File: src/rtl/cpu_types_pkg.sv
// cpu_types_pkg: shared CPU types and the pipeline-control state encoding.
package cpu_types_pkg;
  typedef logic [4:0]  regbits_t;
  typedef logic [31:0] word_t;
  typedef enum logic [1:0] {RUN, MWAIT, HALTED} pctrl_state_t;
endpackage

File: src/rtl/hazard_detect.sv
// hazard_detect: load-use hazard between the EX load and the ID source registers.
module hazard_detect
  import cpu_types_pkg::*;
(
  input  logic     ex_memread,
  input  regbits_t ex_rd,
  input  regbits_t id_rs,
  input  regbits_t id_rt,
  output logic     lu_hazard
);
  assign lu_hazard = ex_memread && (ex_rd != '0) && (ex_rd == id_rs || ex_rd == id_rt);
endmodule

File: src/rtl/pipe_ctrl.sv
// pipe_ctrl: pipeline stall/flush/halt control; PIPE_CTRL_PERF_EN adds
// saturating stall-cycle and flush-event counters.
module pipe_ctrl
  import cpu_types_pkg::*;
(
  input  logic     CLK,
  input  logic     RST,
  input  logic     ihit,
  input  logic     dhit,
  input  logic     mem_req,
  input  logic     ex_memread,
  input  regbits_t ex_rd,
  input  regbits_t id_rs,
  input  regbits_t id_rt,
  input  logic     br_taken,
  input  logic     wb_halt,
  output logic     pc_en,
  output logic     ifid_stall,
  output logic     ifid_flush,
  output logic     idex_stall,
  output logic     idex_flush,
  output logic     exmem_stall,
  output logic     exmem_flush,
  output logic     memwb_stall,
`ifdef PIPE_CTRL_PERF_EN
  output word_t    stall_cycles,
  output word_t    flush_events,
`endif
  output logic     halt
);
  pctrl_state_t state_q, state_d, st;
  logic lu_hazard, mwait;
  hazard_detect u_hd (
    .ex_memread(ex_memread),
    .ex_rd     (ex_rd),
    .id_rs     (id_rs),
    .id_rt     (id_rt),
    .lu_hazard (lu_hazard)
  );
  // outputs decode as RUN while reset is held
  assign st = RST ? RUN : state_q;
  assign mwait = !dhit && ((st == MWAIT) || (st == RUN && mem_req));
  always_comb begin
    state_d = (state_q == HALTED || wb_halt) ? HALTED :
              (state_q == RUN && mem_req && !dhit) ? MWAIT :
              (state_q == MWAIT && dhit) ? RUN : state_q;
  end
  always_comb begin
    pc_en       = ihit;
    ifid_stall  = 1'b0;
    ifid_flush  = 1'b0;
    idex_stall  = 1'b0;
    idex_flush  = 1'b0;
    exmem_stall = 1'b0;
    exmem_flush = 1'b0;
    memwb_stall = 1'b0;
    halt        = 1'b0;
    if (st == HALTED || mwait) begin
      halt        = (st == HALTED);
      pc_en       = 1'b0;
      ifid_stall  = 1'b1;
      idex_stall  = 1'b1;
      exmem_stall = 1'b1;
      memwb_stall = 1'b1;
    end else if (br_taken) begin
      pc_en      = 1'b1;
      ifid_flush = 1'b1;
      idex_flush = 1'b1;
    end else if (lu_hazard) begin
      pc_en      = 1'b0;
      ifid_stall = 1'b1;
      idex_flush = 1'b1;
    end else if (!ihit) begin
      pc_en      = 1'b0;
      ifid_flush = 1'b1;
    end
  end
  always_ff @(posedge CLK) begin
    if (RST) state_q <= RUN;
    else     state_q <= state_d;
  end
`ifdef PIPE_CTRL_PERF_EN
  word_t stall_q, stall_d, flush_q, flush_d;
  always_comb begin
    stall_d = (!pc_en && state_q != HALTED && stall_q != '1) ? stall_q + 32'd1 : stall_q;
    flush_d = (ifid_flush && flush_q != '1) ? flush_q + 32'd1 : flush_q;
  end
  always_ff @(posedge CLK) begin
    if (RST) begin
      stall_q <= '0;
      flush_q <= '0;
    end else begin
      stall_q <= stall_d;
      flush_q <= flush_d;
    end
  end
  assign stall_cycles = stall_q;
  assign flush_events = flush_q;
`endif
endmodule

File: config.mk
export PLATFORM = sky130hd
export DESIGN_NAME = pipe_ctrl
export DESIGN_NICKNAME = d
export VERILOG_FILES = /design/src/rtl/cpu_types_pkg.sv /design/src/rtl/hazard_detect.sv /design/src/rtl/pipe_ctrl.sv
export SDC_FILE = /design/constraint.sdc
export NUM_CORES = 1
export LEC_CHECK = 0
export BUFFER_PORTS_ARGS = -buffer_cell sky130_fd_sc_hd__buf_2
export CAP_MARGIN = 10
export CORE_AREA = 2 2 39 41
export DETAILED_ROUTE_END_ITERATION = 10
export DIE_AREA = 0 0 41 43
export GPL_TIMING_DRIVEN = 0
export PLACE_DENSITY = 0.66
export SLEW_MARGIN = 20
export SYNTH_ARGS = -nofsm -noshare
export SYNTH_HDL_FRONTEND = slang
export SYNTH_HIERARCHICAL = 1
export SYNTH_SLANG_ARGS = --single-unit
File: constraint.sdc
create_clock -name CLK -period 1.1 [get_ports CLK]
set_input_delay 0.11 -clock CLK [delete_from_list [all_inputs] [get_ports CLK]]
set_output_delay 0.11 -clock CLK [all_outputs]
set_load 0.05 [all_outputs]
==> qor.csv <==
stage,metric,value,unit
global_routing,vias in the first global route,419,
sta,Worst Skew,0.00876,ns
placement,Inst Count DP,90,
logic_synthesis,cells after synthesis,44,
finish,number of fillers in the final layout,149,
clock_network,Worst-path clk slew,0.04,ns
logic_synthesis,yosys warns,6,
job,Max-Cap Viols,0,
finish,layout cells sized above 1,70.0,%
min_path,Hold WC Path Type,primary input to flop,
worst_setup_path,Worst path max stage delay,0.35,ns
worst_setup_path,CP Data Required Time,0.99,ns
power_and_ir_drop,VDD IR max,718,uV
worst_setup_path,type of origin of the critical path,flop,
floorplan,Core Footprint,1380,um^2
sta,highest clock rate,0.649,GHz
power_and_ir_drop,Pwr Total,0.000652,W
floorplan,I/O pin cnt,32,
clock_network,"Hold-fix buffers, CTS",0,
detailed_routing,ANT nets after route,0,
detailed_routing,routed wire length,1040,um
power_and_ir_drop,combinational share of power,62.8,%
power_and_ir_drop,switching pwr,0.000266,W
detailed_routing,drt initial violations,3,
clock_network,H-tree depth,1,
worst_setup_path,critical path capture point type,output port,
sta,hold slack,0.0818,ns
sta,min Tclk post-route,1.54,ns
sta,RSZ-0062 raised after global routing,true,
power_and_ir_drop,clock power share,24.8,%
detailed_routing,wire per inst,10.8,um
logic_synthesis,#FFs+latches synth,2,
global_routing,GRT overflow,0,
worst_setup_path,"Cell Chain, Critical Path",nor2b_4 -> o21a_4 -> or2_4 -> buf_8 -> buf_8,
clock_network,clock latency on the worst-skew pair,0.22,ns
finish,largest registers,state_q: 2 flops,
logic_synthesis,sequential area share after synthesis,12.5,%
power_and_ir_drop,Power Internal,0.000385,W
worst_setup_path,CP Data Arrival Time,1.43,ns
sta,final count of pins violating max slew,0,
clock_network,Root Buffer,clkbuf_4,
logic_synthesis,Netlist cell types,21,
floorplan,Die W,41,um
finish,Largest Register,state_q,
logic_synthesis,Mapped Area,322,um^2
run_status,failing checks,setup timing,
floorplan,die span in y,43,um
logic_synthesis,syn avg cell area,7.31,um^2
clock_network,maximum root-to-sink buffer count,2,
worst_setup_path,CP Class,flop to output port,
global_routing,largest net degree at the start of global routing,6,
power_and_ir_drop,Reg power frac,12.4,%
placement,GPL Wtd Cong,0.734,
sta,final worst path period share,140,%
finish,Final #Nets,105,
logic_synthesis,post-synth net total,67,
floorplan,row count,14,
clock_network,TritonCTS Buffers,3,
sta,final hold vios,0,
detailed_routing,Vias,414,
finish,Final Non-Filler Cells,96,
placement,Buffers on Ports,30,
power_and_ir_drop,Sw Ratio,40.9,%
clock_network,CTS sink cnt,2,
floorplan,Die ar.,1760,um^2
placement,Post-DP HPWL,765,um
run_status,outcome,"complete, but fails checks",
worst_setup_path,most frequent CP cell,buf_8,
worst_setup_path,Worst Path Max Fanout,5,
sta,final setup margin,-0.440,ns
finish,final core utilization,50.6,%
placement,DP Worst Slack,-0.515,ns
finish,antenna cell count,0,
worst_setup_path,reg2reg setup slack,0.07,ns
floorplan,Initial Utilization,23.2,%
min_path,Worst Hold Launch,wb_halt,
sta,# setup viols final,7,
power_and_ir_drop,pwr/cell area,930,nW/um^2
finish,area grow syn2layout,118,%
power_and_ir_drop,Leakage,0.322,nW
worst_setup_path,Slowest cell on crit path,dfxtp_4,
detailed_routing,DRC viols,0,
global_routing,initial antenna violation count,0,
clock_network,TritonCTS clock tree,done,
finish,max FFs per register,2,
detailed_routing,via-per-instance ratio,4.31,
global_routing,Tot GR Track Use,13.7,%
worst_setup_path,Crit. Startpoint,state_q[0]$_SDFFE_PP0P_,
global_routing,first-pass GRT wire length,1750,um
worst_setup_path,Reg-to-Reg Start,state_q[1]$_SDFFE_PP0P_,
detailed_routing,1st-pass router iterations,3,
## layer usage
layer,wire [um],vias to the layer above,global-route usage (%),share of wire [%]
met1,411,189,17.2,40
met2,605,6,23.8,58
met5,0,-,0,0
met3,23,0,2.09,2.2
met4,0,0,2.00,0
li1,-,219,-,-
## power by group through the flow
stage | clock, W | combinational (W) | sequential [W]
4_1_cts | 0.000173 | 0.000390 | 0.0000820
5_1_grt | 0.000180 | 0.000433 | 0.0000814
2_1_floorplan | 0 | 0.000237 | 0.0000820
3_5_place_dp | 0 | 0.000329 | 0.0000829
3_3_place_gp | 0 | 0.000326 | 0.0000826
6_report | 0.000162 | 0.000409 | 0.0000805
## critical path, delay by kind of cell, from the launching register on
kind	cells	cell delay, ns
compound gates	1	0.22
buf+inv	2	0.26
flops	1	0.35
simple gates	2	0.38
## synthesized netlist by cell type
library cell / count / area share (%)
xor2_1: 6 / 16
nor2_1: 5 / 5.8
nor3_1: 4 / 6.2
xnor2_1: 4 / 11
a21oi_1: 3 / 4.7
buf_4: 3 / 7.0
inv_1: 3 / 3.5
dfxtp_1: 2 / 12
nand3_1: 2 / 3.1
a2111oi_0: 1 / 2.7
a211o_1: 1 / 2.7
a211oi_1: 1 / 2.3
conb_1: 1 / 1.2
nand2_1: 1 / 1.2
nor2b_1: 1 / 1.9
nor3b_2: 1 / 3.9
o21a_4: 1 / 4.7
o21ai_1: 1 / 1.6
o21bai_2: 1 / 3.5
or2_1: 1 / 1.9
or4_1: 1 / 2.3
## metrics by stage
stage | TNS, ns | instance area, um^2
3_3_place_gp | -2.65 | 542
2_1_floorplan | -3.55 | 372
6_report | -2.82 | 701
3_5_place_dp | -2.70 | 542
5_1_grt | -3.23 | 701
4_1_cts | -2.82 | 667
## cell type report
class	count	area (um^2)	share of cell area, %
repair buffers	33	256	36.6
flip-flops and latches	2	45.0	6.43
plain buffers	3	37.5	5.36
clock buffers	3	22.5	3.21
inverters	3	11.3	1.61
well taps	16	20.0	2.86
multi-input cells	36	308	43.9
## worst paths after layout
| path | endpoint | depth (start not counted) |
|---|---|---|
| min reg2reg | state_q[1]$_SDFFE_PP0P_ | 2 |
| max reg2reg | state_q[0]$_SDFFE_PP0P_ | 3 |
| max | idex_stall | 5 |
| min | state_q[0]$_SDFFE_PP0P_ | 2 |
## cell usage in the layout (no fill, tap or decap), drive strengths merged, types with 2 or more instances in the layout
master | netlist | layout
a21oi | 3 | 3
buf | 3 | 36
clkbuf | 0 | 3
dfxtp | 2 | 2
inv | 3 | 3
nand3 | 2 | 2
nor2 | 5 | 5
nor3 | 4 | 4
xnor2 | 4 | 4
xor2 | 6 | 6
## kinds of logic after synthesis
kind of cell,count (synthesis),share of synthesized area (%)
simple gates,16,26.5
xor+xnor,10,27.2
compound gates,9,22.2
buf+inv,6,10.5
flops,2,12.5
other cells,1,1.17
## what timing repair did
action,CTS,global route
buffers inserted,2,1
pin swaps,3,2
setup endpoints to repair,8,9
resized for setup,28,7
No activity file was read; power rests on OpenSTA's default activity.
